===== src/rtl/inst_rr_scheduler_if.sv =====
// inst_rr_scheduler_if: request/release inputs and registered grant outputs of inst_rr_scheduler
interface inst_rr_scheduler_if #(parameter int NUM_REQ = 5);
   logic [NUM_REQ-1:0] req;
   logic [NUM_REQ-1:0] done;
   logic [NUM_REQ-1:0] gnt;
   logic [2:0]         gnt_id;
   logic               busy;
   logic               timeout_err;
   modport master (output req, done, input gnt, gnt_id, busy, timeout_err);
   modport slave (input req, done, output gnt, gnt_id, busy, timeout_err);
endinterface


===== src/rtl/inst_rr_scheduler.sv =====
// inst_rr_scheduler: round-robin single-grant scheduler; optional watchdog via INST_RR_SCHEDULER_TIMEOUT_EN
module inst_rr_scheduler #(
   parameter int NUM_REQ = 5,
   parameter int TIMEOUT = 16
) (
   input logic                clk,
   input logic                rst,
   inst_rr_scheduler_if.slave bus
);
   localparam logic [0:0] IDLE = 1'b0;
   localparam logic [0:0] BUSY = 1'b1;
   logic [0:0] state;
   logic [2:0] ptr;
   logic [2:0] win;
   logic       rel;
   logic       expire;
   // scan backwards so the requester closest to ptr is the last (winning) assignment
   always_comb begin
      win = '0;
      for (int k = NUM_REQ - 1; k >= 0; k--)
         if (bus.req[(int'(ptr) + k) % NUM_REQ]) win = 3'((int'(ptr) + k) % NUM_REQ);
   end
   assign rel = |(bus.gnt & (bus.done | ~bus.req));
`ifdef INST_RR_SCHEDULER_TIMEOUT_EN
   logic [7:0] cnt;
   assign expire = cnt == 8'(TIMEOUT - 1);
   always_ff @(posedge clk or posedge rst)
      if (rst) cnt <= '0;
      else cnt <= (state == BUSY) ? cnt + 8'd1 : '0;
`else
   assign expire = 1'b0;
`endif
   always_ff @(posedge clk or posedge rst) begin
      if (rst) begin
         state           <= IDLE;
         bus.gnt         <= '0;
         bus.gnt_id      <= '0;
         bus.busy        <= 1'b0;
         bus.timeout_err <= 1'b0;
         ptr             <= '0;
      end else if (state == IDLE) begin
         bus.timeout_err <= 1'b0;
         if (|bus.req) begin
            state      <= BUSY;
            bus.gnt    <= NUM_REQ'(1) << win;
            bus.gnt_id <= win;
            bus.busy   <= 1'b1;
         end
      end else if (rel || expire) begin
         state           <= IDLE;
         bus.gnt         <= '0;
         bus.gnt_id      <= '0;
         bus.busy        <= 1'b0;
         bus.timeout_err <= expire & ~rel;
         ptr             <= (bus.gnt_id == 3'(NUM_REQ - 1)) ? 3'd0 : bus.gnt_id + 3'd1;
      end else begin
         bus.timeout_err <= 1'b0;
      end
   end
endmodule

===== src/flat_wrapper.sv =====
// flat-port wrapper written by rule: the top's interface ports become plain ports
module inst_rr_scheduler_flat 
#(
   parameter int NUM_REQ = 5,
   parameter int TIMEOUT = 16
)
  (clk, rst, bus_req, bus_done, bus_gnt, bus_gnt_id, bus_busy, bus_timeout_err);
  inst_rr_scheduler_if #(.NUM_REQ(NUM_REQ)) bus_i ();
  input logic clk;
  input logic rst;
  input wire logic [$bits(bus_i.req)-1:0] bus_req;
  input wire logic [$bits(bus_i.done)-1:0] bus_done;
  output wire logic [$bits(bus_i.gnt)-1:0] bus_gnt;
  output wire logic [$bits(bus_i.gnt_id)-1:0] bus_gnt_id;
  output wire logic [$bits(bus_i.busy)-1:0] bus_busy;
  output wire logic [$bits(bus_i.timeout_err)-1:0] bus_timeout_err;
  assign bus_i.req = bus_req;
  assign bus_i.done = bus_done;
  assign bus_gnt = bus_i.gnt;
  assign bus_gnt_id = bus_i.gnt_id;
  assign bus_busy = bus_i.busy;
  assign bus_timeout_err = bus_i.timeout_err;
  inst_rr_scheduler #(.NUM_REQ(NUM_REQ), .TIMEOUT(TIMEOUT)) u_core (.clk(clk), .rst(rst), .bus(bus_i));
endmodule

===== config.mk =====
export PLATFORM = sky130hd
export DESIGN_NAME = inst_rr_scheduler_flat
export DESIGN_NICKNAME = d
export VERILOG_FILES = /design/src/rtl/inst_rr_scheduler_if.sv /design/src/rtl/inst_rr_scheduler.sv /design/src/flat_wrapper.sv
export SDC_FILE = /design/constraint.sdc
export NUM_CORES = 1
export LEC_CHECK = 0
export BUFFER_PORTS_ARGS = -buffer_cell sky130_fd_sc_hd__buf_2
export CAP_MARGIN = 20
export CORE_MARGIN = 3
export CORE_UTILIZATION = 39
export CTS_CLUSTER_DIAMETER = 40
export DETAILED_ROUTE_END_ITERATION = 12
export GPL_TIMING_DRIVEN = 0
export PLACE_DENSITY = 0.58
export REMOVE_ABC_BUFFERS = 1
export SLEW_MARGIN = 30
export SYNTH_ARGS = -nofsm -noshare
export SYNTH_HDL_FRONTEND = slang
export SYNTH_SLANG_ARGS = --single-unit
export TNS_END_PERCENT = 100

===== constraint.sdc =====
create_clock -name clk -period 4.3 [get_ports clk]
set_input_delay 0.215 -clock clk [delete_from_list [all_inputs] [get_ports clk]]
set_output_delay 0.215 -clock clk [all_outputs]
set_load 0.02 [all_outputs]

==> results of run 1 <==
==> per-stage QoR <==
| stage | setup TNS (ns) | util [%] | instances |
|---|---|---|---|
| floorplan | 0 | - | 273 |
| global placement | -5.43 | 42.8 | 365 |
| detailed placement | -2.17 | 42.8 | 365 |
| CTS | 0 | 44.3 | 371 |
| global route | 0 | 46.4 | 378 |
| finish | 0 | 46.4 | 378 |
==> critical path, cell delays in order, from the launching register on <==
cell	delay, ns
dfrtp_2	0.50
inv_4	0.16
ha_2	0.24
inv_1	0.13
ha_4	0.36
nor2_1	0.05
nor3_1	0.13
a21oi_1	0.09
ha_1	0.25
nand2b_2	0.24
a32o_1	0.24
a221o_1	0.40
o311a_1	0.17
o32ai_1	0.36
a21oi_2	0.11
o211ai_1	0.32
o31ai_1	0.14
==> placed cells by master, fill, tap and decap left out, types with 4 or more instances in the layout <==
master	Yosys	routed
nand2_1	20	20
buf_2	1	20
a21oi_1	21	19
nor2_1	18	18
inv_1	17	17
ha_1	22	17
o21ai_0	16	16
mux2i_1	11	10
dfrtp_1	13	10
nand3_1	9	9
buf_4	3	9
nand4_1	7	7
xnor2_1	8	6
nand2b_1	6	5
o21ai_1	5	5
inv_2	6	4
nor2b_1	4	4
o2111ai_1	4	4
o21a_1	4	4
ha_2	0	4
==> routing by layer <==
| layer | vias up | global-route usage [%] | routed length, microns |
|---|---|---|---|
| li1 | 1119 | - | - |
| met5 | - | 0 | 0 |
| met1 | 1033 | 27.3 | 2930 |
| met2 | 61 | 29.0 | 2710 |
| met3 | 4 | 2.93 | 267 |
| met4 | 0 | 1.80 | 41 |
==> area by class of cell <==
class | count | share of cell area [%]
Inverter | 23 | 3.71
Multi-Input combinational cell | 237 | 71.8
Sequential cell | 13 | 12.8
Timing Repair Buffer | 29 | 6.45
Clock buffer | 4 | 1.73
Tap cell | 72 | 3.46
==> state kept, by name, summed over array words and instances (netlist names) <==
signal / count
u_core.state: 1
u_core.bus.busy: 1
u_core.ptr: 3
u_core.bus.gnt_id: 3
u_core.bus.gnt: 5
==> worst max path at each step <==
stage | depth (start not counted) | endpoint | slack, ns
final | 16 | u_core.bus.gnt[0]$_DFFE_PP0P_ | 0.27
after global routing | 16 | u_core.bus.gnt[0]$_DFFE_PP0P_ | 0.006
after CTS | 16 | u_core.bus.gnt[0]$_DFFE_PP0P_ | 0.05
after detailed placement | 15 | u_core.bus.gnt[1]$_DFFE_PP0P_ | -0.34
after global placement | 16 | u_core.bus.gnt[1]$_DFFE_PP0P_ | -0.76
after floorplan | 17 | u_core.bus.gnt[1]$_DFFE_PP0P_ | 0.12
==> logic make-up after synthesis <==
logic type,Yosys count
AOI/OAI and AO/OA,98
xor gates and xnor gates,11
adders and majority gates,22
buffers and inverters,36
DFF,13
muxes,16
other,1
and+or+nand+nor,89
==> repair_timing <==
action,CTS,global route
setup buffers,2,7
setup endpoints to repair,8,8
resized for setup,7,15
pin swaps,1,5
hold endpoints to repair,0,0
==> reports/metrics.csv, run 1 <==
stage,metric,value,unit
status,status,"finished, violations left",
status,violations,negative hold slack,
layout,register_area,334,sq um
floorplanning,io_pins,22,
placed_design,gp_congestion,0.863,
yosys,synth.top_cells.by_count,"ha_1 (22), a21oi_1 (21), nand2_1 (20)",
floorplanning,coreArea,5610,sq um
yosys,synth_compound_area_share,31.6,%
run,maxCapViolCount,0,
floorplanning,start_util,40.8,%
yosys,ys_top_cells_by_area,"dfrtp_1 (14%), ha_1 (12%), mux2i_1 (4.8%), a21oi_1 (4.6%), o21ai_0 (3.5%)",
sta,slew_headroom,47.2,%
yosys,synth_top_area_share,14.2,%
critical_path,crit_fanout,11,
sta,fin_skew,0.00225,ns
cts,cts_hold_buf,0,
routing,routed_via_density,5.87,
critical_path,r2r_end,u_core.bus.gnt[0]$_DFFE_PP0P_,
placed_design,place_hpwl,4400,microns
critical_path,critPathLaunchType,flip-flop,
yosys,synth_edf_count,0,
yosys,synth-main-ff-cell,dfrtp_1,
sta,period_minus_slack,4.03,ns
yosys,syn_area_per_cell,8.00,sq um
placed_design,io_buffers,20,
sta,hold_viol,13,
yosys,async_flop_share,100,%
global_route,grt.total_usage,18.4,%
floorplanning,die_h,82.6,microns
sta,tightest_slew,0.782,ns
yosys,yosys_warnings,0,
min_path,hold_class,primary input to async pin,
yosys,yosysSeqAreaShare,14.2,%
sta,fmaxAchievable,248,MHz
placed_design,dp_slack,-0.345,ns
layout,fill_cells,585,
layout,antennaDiodeCount,0,
routing,route.detailed.drc,0,
cts,htreeDepth,1,
yosys,synth_top_family_by_area,compound AO/OA/AOI/OAI gates,
yosys,synth_xor_area_share,4.87,%
cts,cts_inserted_buffers,3,
yosys,synthDistinctLibCells,80,
placed_design,place_area,2400,sq um
yosys,synth_cells,286,
layout,fin_nets,341,
yosys,synth_fa_ha_area_share,12.0,%
sta,finalMaxSlewViolations,0,
critical_path,regToRegStartpoint,u_core.ptr[1]$_DFFE_PP0P_,
yosys,synth-seq-cells,13,
layout,multi_input_area,1870,sq um
routing,first_pass_iters,5,
critical_path,startpoint,u_core.ptr[1]$_DFFE_PP0P_,
routing,routed_wl,5950,microns
floorplanning,dieWidth,82.6,microns
yosys,syn-cell-area,2290,sq um
sta,worst_slack,0.273,ns
yosys,muxShareOfSynthArea,8.59,%
yosys,yosysTopAreaCell,dfrtp_1,
cts,clkTransAtPathRegs,0.06,ns
critical_path,path_class,flip-flop to flip-flop,
critical_path,r2r_setup_slack,0.27,ns
global_route,grt_max_degree,18,
routing,num_vias,2217,
global_route,grt_pass1_wl,9920,microns
sta,setup_viol,0,
routing,wl_per_cell,15.7,microns
layout,area_delta_synth_final,13.7,%
cts,cts_tree,built,
critical_path,worstPathRequired,4.41,ns
routing,initialDrtViolationCount,110,
sta,whs,-0.00534,ns
sta,rsz0062_at_grt,no,
global_route,grt_pass1_vias,1990,
yosys,synth-simple-area-share,21.4,%
critical_path,rr_worst_depth,16,
cts,cts_sinks,13,
yosys,yosysMostFrequentCell,ha_1,
sta,fin_crit_sh,93.6,%
global_route,antenna_found_initial,0,
layout,fin_area,2600,sq um
cts,ctsLongestPathBuffers,2,
floorplanning,dieArea,6820,sq um
global_route,overflow,0,
critical_path,crit_arrival,4.14,ns
routing,ant_nets,0,
floorplanning,num_rows,27,
cts,clockRootBuffer,clkbuf_8,
cts,clk_latency,0.24,ns
layout,drive_above_1_share,26.1,%
critical_path,crit_path_end_kind,flip-flop,
Power of run 1 is not shown: default switching activity piles up to over one toggle a cycle in this logic, so the estimate is an artifact.
==> run 2: changes to the inputs <==
ABC_AREA = 1   (was not set)
PLACE_DENSITY = 0.59   (was 0.58)
==> run 2 against run 1 <==
Against the previous run:
- first-iteration DRC count is 24% lower
- global-route usage decreased by 1.8 points
- the flow still finishes with violations (negative hold slack)
- final area decreased by 14%
- critical path type unchanged
==> reports/metrics.csv, run 2 <==
stage,metric,value,unit
sta,setup_viol,0,
routing,route.detailed.drc,0,
placed_design,gp_congestion,0.812,
yosys,synth_top_area_share,18.6,%
global_route,overflow,0,
floorplanning,num_rows,25,
cts,clk_latency,0.24,ns
placed_design,io_buffers,20,
critical_path,r2r_end,u_core.bus.gnt[1]$_DFFE_PP0P_,
run,maxCapViolCount,0,
global_route,grt_pass1_wl,8350,microns
sta,slew_headroom,56.8,%
cts,htreeDepth,1,
sta,tightest_slew,0.642,ns
layout,largest_reg_flops,5,
pwr,report.power.total,0.262,mW
critical_path,path_class,flip-flop to flip-flop,
layout,reg_top3,"u_core.bus.gnt x5, u_core.bus.gnt_id x3, u_core.ptr x3",
critical_path,r2r_setup_slack,0.52,ns
yosys,syn-cell-area,2020,sq um
yosys,synthDistinctLibCells,34,
critical_path,crit_path_end_kind,flip-flop,
layout,antennaDiodeCount,0,
sta,whs,-0.0108,ns
placed_design,place_hpwl,3900,microns
layout,fill_cells,546,
status,status,"finished, violations left",
layout,final_common_cell,nand2_1,
critical_path,worstPathRequired,4.47,ns
global_route,antenna_found_initial,0,
critical_path,crit_fanout,18,
routing,wl_per_cell,11.4,microns
pwr,ir_drop,0.000151,V
global_route,grt.total_usage,16.6,%
yosys,synth.top_cells.by_count,"nand2_1 (100), inv_1 (40), nand3_1 (39)",
pwr,power_density,117,nW/um^2
yosys,async_flop_share,100,%
sta,fin_skew,0.00540,ns
critical_path,rr_worst_depth,24,
global_route,grt_pass1_vias,1912,
routing,first_pass_iters,4,
yosys,ys_top_cells_by_area,"nand2_1 (19%), dfrtp_1 (16%), ha_1 (14%), nand3_1 (9.7%), inv_1 (7.4%)",
layout,area_delta_synth_final,10.5,%
sta,fin_tns_setup,0,ns
yosys,yosysTopAreaCell,nand2_1,
sta,rsz0062_at_grt,no,
layout,fin_nets,381,
sta,hold_viol,13,
routing,num_vias,2030,
cts,cts_inserted_buffers,3,
cts,cts_hold_buf,0,
floorplanning,coreArea,4880,sq um
yosys,synth-main-ff-cell,dfrtp_1,
yosys,yosysSeqAreaShare,16.1,%
yosys,synth_cells,326,
critical_path,critPathLaunchType,flip-flop,
yosys,yosys_warnings,0,
critical_path,regToRegStartpoint,u_core.ptr[0]$_DFFE_PP0P_,
cts,cts_tree,built,
floorplanning,dieWidth,78.0,microns
floorplanning,die_h,78.0,microns
yosys,synth-seq-cells,13,
routing,routed_wl,4720,microns
sta,fmaxAchievable,264,MHz
global_route,grt_max_degree,19,
yosys,synth_edf_count,0,
pwr,p_leak,1.32,nW
cts,cts_sinks,13,
sta,period_minus_slack,3.78,ns
layout,post-route-util,45.8,%
floorplanning,dieArea,6080,sq um
layout,layout_common_cells,"nand2_1 (100), inv_1 (40), nand3_1 (39)",
sta,finalMaxSlewViolations,0,
cts,ctsLongestPathBuffers,2,
min_path,hold_class,primary input to async pin,
sta,fin_crit_sh,88.0,%
floorplanning,start_util,41.4,%
cts,clockRootBuffer,clkbuf_8,
floorplanning,io_pins,22,
yosys,syn_area_per_cell,6.20,sq um
critical_path,crit_arrival,3.95,ns
cts,clkTransAtPathRegs,0.06,ns
status,violations,negative hold slack,
yosys,yosysMostFrequentCell,nand2_1,
layout,drive_above_1_share,19.1,%
layout,regMostFlops,u_core.bus.gnt,
routing,routed_via_density,4.92,
routing,initialDrtViolationCount,84,
routing,ant_nets,0,
run 2: changes by cell type in the layout (fill, tap and decap cells not counted), sizes merged, moves of 5 or more:
cell,before,now
o21ai,21,30
nand2,21,121
inv,23,47
o21a,5,0
xnor2,9,1
nor2,19,14
nand3,9,45
buf,29,20
mux2i,11,0
nand2b,7,0
a21oi,23,7
run 2: cell type report:
cell class / count / area (sq um) / area share (%)
Tap cell: 67 / 83.8 / 3.75
Timing Repair Buffer: 20 / 100 / 4.48
Multi-Input combinational cell: 262 / 1490 / 66.9
Inverter: 47 / 181 / 8.12
Clock buffer: 4 / 45.0 / 2.02
Sequential cell: 13 / 329 / 14.7
run 2: per-stage QoR:
stage | instances | setup slack (ns) | area [sq um]
after floorplan | 322 | 0.694 | 1990
after detailed placement | 409 | -0.0213 | 2170
final | 413 | 0.516 | 2230
after global placement | 409 | 0.0102 | 2170
after CTS | 413 | 0.287 | 2220
after global routing | 413 | 0.0945 | 2230
run 2: worst max path at each step:
stage                              start                                to  slack [ns]  depth (start not counted)
2_1_floorplan  u_core.ptr[0]$_DFFE_PP0P_     u_core.bus.gnt[0]$_DFFE_PP0P_        0.69                         25
3_3_place_gp   u_core.ptr[0]$_DFFE_PP0P_     u_core.bus.gnt[4]$_DFFE_PP0P_        0.01                         25
3_5_place_dp   u_core.ptr[0]$_DFFE_PP0P_     u_core.bus.gnt[0]$_DFFE_PP0P_       -0.02                         25
4_1_cts        u_core.ptr[0]$_DFFE_PP0P_     u_core.bus.gnt[1]$_DFFE_PP0P_        0.29                         24
5_1_grt        u_core.ptr[0]$_DFFE_PP0P_  u_core.bus.gnt_id[0]$_DFFE_PP0P_        0.09                         25
6_report       u_core.ptr[0]$_DFFE_PP0P_     u_core.bus.gnt[1]$_DFFE_PP0P_        0.52                         24
run 2: per-layer routing:
metal | share of wire (%) | track usage [%] | wire length (microns) | vias up
met5 | 0 | 0 | 0 | -
met4 | 2.5 | 5.59 | 119 | 0
met3 | 1.6 | 1.51 | 74 | 8
met2 | 44 | 27.4 | 2080 | 25
met1 | 52 | 22.7 | 2450 | 912
li1 | - | - | - | 1085
run 2: where the power goes:
group	switching (mW)	internal, mW
clock network	0.0405	0.0652
registers	0	0.122
logic	0.0225	0.0111
total	0.0630	0.199
run 2: timing repair:
item	CTS	global route
pin swaps	0	0
hold endpoints to repair	0	0
resized for setup	1	4
setup buffers	0	0
endpoints found under the setup margin	3	8
run 2: kinds of logic (layout without fill, tap and decap cells):
logic type	Yosys count	after routing	share of synthesized area, %
adder cells (fa/ha/maj)	22	22	13.6
AO/OA/AOI/OAI	41	41	11.2
AND/OR/NAND/NOR	193	193	46.0
other	1	1	0.186
XOR/XNOR	5	5	2.54
flip-flops	13	13	16.1
buffers and inverters	51	71	10.3
run 2: critical path, cell delays in order, from the launching register on:
cell and delay (ns):
dfrtp_4 0.60, inv_4 0.18, ha_1 0.21, inv_1 0.08
ha_1 0.29, inv_1 0.12, nand3_1 0.11, nand2_2 0.10
xor2_2 0.22, ha_1 0.20, inv_1 0.05, or2_2 0.29
nand3_4 0.11, nand3_1 0.12, nand2_1 0.13, nand3_1 0.10
nor2_1 0.14, inv_1 0.07, nand3_1 0.08, nand3_1 0.07
nand2_1 0.06, nand2_1 0.06, nand2_1 0.13, nand2_1 0.10
o21ai_2 0.12
(Power assumes the default switching activity.)
==> run 3: changes to the inputs <==
ABC_AREA = not set   (was 1)
PLACE_DENSITY = 0.58   (was 0.59)
SETUP_SLACK_MARGIN = 0.3   (was not set)
==> run 3 against run 2 <==
Against the previous run:
- the flow still finishes with violations (negative hold slack)
- routed wire length up 33%
- non-clock buffer count up 15
- register-to-register slack worse by 0.02 ns
- critical endpoint is now u_core.bus.gnt[0]$_DFFE_PP0P_
- global-route usage up 2.1 points
- cell count down 7.0%
- die area up 12%
- clock skew down 0.0045 ns
- final area up 21%
==> reports/metrics.csv, run 3 (synthesized netlist as in run 1, its figures left out) <==
stage,metric,value,unit
status,status,"finished, violations left",
status,violations,negative hold slack,
routing,routed_via_density,6.05,
floorplanning,dieArea,6820,sq um
critical_path,slowest_delay,0.50,ns
floorplanning,dieWidth,82.6,microns
sta,finalMaxSlewViolations,0,
min_path,hold_class,primary input to async pin,
layout,fin_area,2710,sq um
critical_path,crit_chain,ha_1 > a21oi_4 > inv_2 > ha_1 > nor2b_1 > a21oi_4 > nand3_1 > nand4_1 > o311a_2 > o32ai_1 > a21oi_1 > o211ai_1 > o31ai_1,
sta,setup_viol,0,
sta,period_minus_slack,3.80,ns
critical_path,worst-path-buf-inv,1,
routing,wl_per_cell,16.3,microns
run,maxCapViolCount,0,
placed_design,gp_congestion,0.863,
global_route,grt_max_degree,17,
routing,first_pass_iters,4,
floorplanning,io_pins,22,
placed_design,place_hpwl,4400,microns
routing,num_vias,2323,
sta,rsz0062_at_grt,no,
layout,antennaDiodeCount,0,
cts,cts_hold_buf,0,
cts,htreeDepth,1,
critical_path,crit_path_end_kind,flip-flop,
placed_design,dp_cells,365,
critical_path,critPathLaunchType,flip-flop,
sta,fin_skew,0.000924,ns
sta,tightest_slew,0.793,ns
global_route,overflow,0,
placed_design,place_area,2400,sq um
critical_path,crit_family,compound AO/OA/AOI/OAI gates,
layout,fill_cells,583,
global_route,grt.total_usage,18.7,%
critical_path,crit_fanout,13,
routing,routed_wl,6280,microns
global_route,antenna_found_initial,0,
sta,slew_headroom,46.4,%
routing,initialDrtViolationCount,139,
layout,reg_top3,"u_core.bus.gnt x5, u_core.bus.gnt_id x3, u_core.ptr x3",
routing,ant_nets,0,
sta,whs,-0.00123,ns
critical_path,cp.depth,13,
routing,route.detailed.drc,0,
critical_path,rr_worst_depth,13,
layout,stdcell_count,384,
layout,post-route-util,48.3,%
global_route,grt_pass1_wl,10000,microns
placed_design,io_buffers,20,
layout,fin_nets,347,
layout,regMostFlops,u_core.bus.gnt,
cts,cts_sinks,13,
sta,fmaxAchievable,263,MHz
floorplanning,die_h,82.6,microns
layout,largest_reg_flops,5,
floorplanning,coreArea,5610,sq um
critical_path,worstPathRequired,4.41,ns
layout,area_delta_synth_final,18.3,%
layout,layout_common_cells,"nand2_1 (20), buf_2 (20), a21oi_1 (19)",
floorplanning,num_rows,27,
critical_path,slowest_stage,dfrtp_4,
floorplanning,start_util,40.8,%
cts,cts_tree,built,
global_route,grt_pass1_vias,2040,
cts,clockRootBuffer,clkbuf_8,
sta,fin_crit_sh,88.4,%
cts,ctsLongestPathBuffers,2,
cts,clk_latency,0.24,ns
layout,drive_above_1_share,29.5,%
critical_path,path_class,flip-flop to flip-flop,
cts,clkTransAtPathRegs,0.06,ns
sta,hold_viol,5,
critical_path,crit_arrival,3.92,ns
cts,cts_inserted_buffers,3,
run 3: cell types whose count changed in the layout (fill, tap and decap cells not counted), moves of 6 or more:
cell	change
nand3_1	-30
inv_1	-24
ha_1	-6
nand2_2	-18
nor2_1	+6
mux2i_1	+10
nand2_1	-80
o21ai_0	-7
a21oi_1	+13
buf_4	+14
run 3: stage by stage:
stage	TNS, ns	worst slack, ns
2_1_floorplan	0	0.118
3_3_place_gp	-5.43	-0.758
3_5_place_dp	-2.17	-0.345
4_1_cts	0	0.303
5_1_grt	0	0.282
6_report	0	0.499
run 3: worst reg2reg max path: stages, from the launching register on:
cell,delay [ns]
dfrtp_4,0.50
ha_1,0.37
a21oi_4,0.33
inv_2,0.12
ha_1,0.30
nor2b_1,0.34
a21oi_4,0.17
nand3_1,0.12
nand4_1,0.10
o311a_2,0.40
o32ai_1,0.30
a21oi_1,0.15
o211ai_1,0.33
o31ai_1,0.14
run 3: area by class of cell:
type,count,area (sq um),share of cell area (%)
clock buffer,4,45.0,1.66
inverter,23,104,3.84
multi-input combinational,237,1920,70.8
sequential,13,334,12.3
tap,72,90.1,3.33
timing repair buffer,35,216,8.00
run 3: final timing paths:
check                                              start                       endpoint  slack [ns]
setup / recovery               u_core.ptr[2]$_DFFE_PP0P_  u_core.bus.gnt[0]$_DFFE_PP0P_        0.50
hold / removal                                       rst  u_core.bus.gnt[4]$_DFFE_PP0P_      -0.001
setup reg to reg               u_core.ptr[2]$_DFFE_PP0P_  u_core.bus.gnt[0]$_DFFE_PP0P_        0.50
hold reg to reg            u_core.bus.gnt[0]$_DFFE_PP0P_  u_core.bus.gnt[0]$_DFFE_PP0P_        0.52
max in group asynchronous                            rst      u_core.ptr[0]$_DFFE_PP0P_        3.91
min in group clk                              bus_req[0]         u_core.state$_DFF_PP0_        0.42
run 3: metal layers:
layer / vias to the layer above / GRT usage (%) / routed length, microns
li1: 1136 / - / -
met1: 1099 / 27.1 / 3050
met5: - / 0 / 0
met3: 6 / 2.93 / 278
met4: 0 / 2.61 / 72
met2: 82 / 29.7 / 2880
run 3: timing repair:
| action | in CTS | in global routing |
|---|---|---|
| setup buffers | 6 | 9 |
| pin swaps | 2 | 10 |
| resized for setup | 13 | 23 |
| endpoints found under the setup margin | 8 | 8 |
Power of run 3 is left out for the same reason.
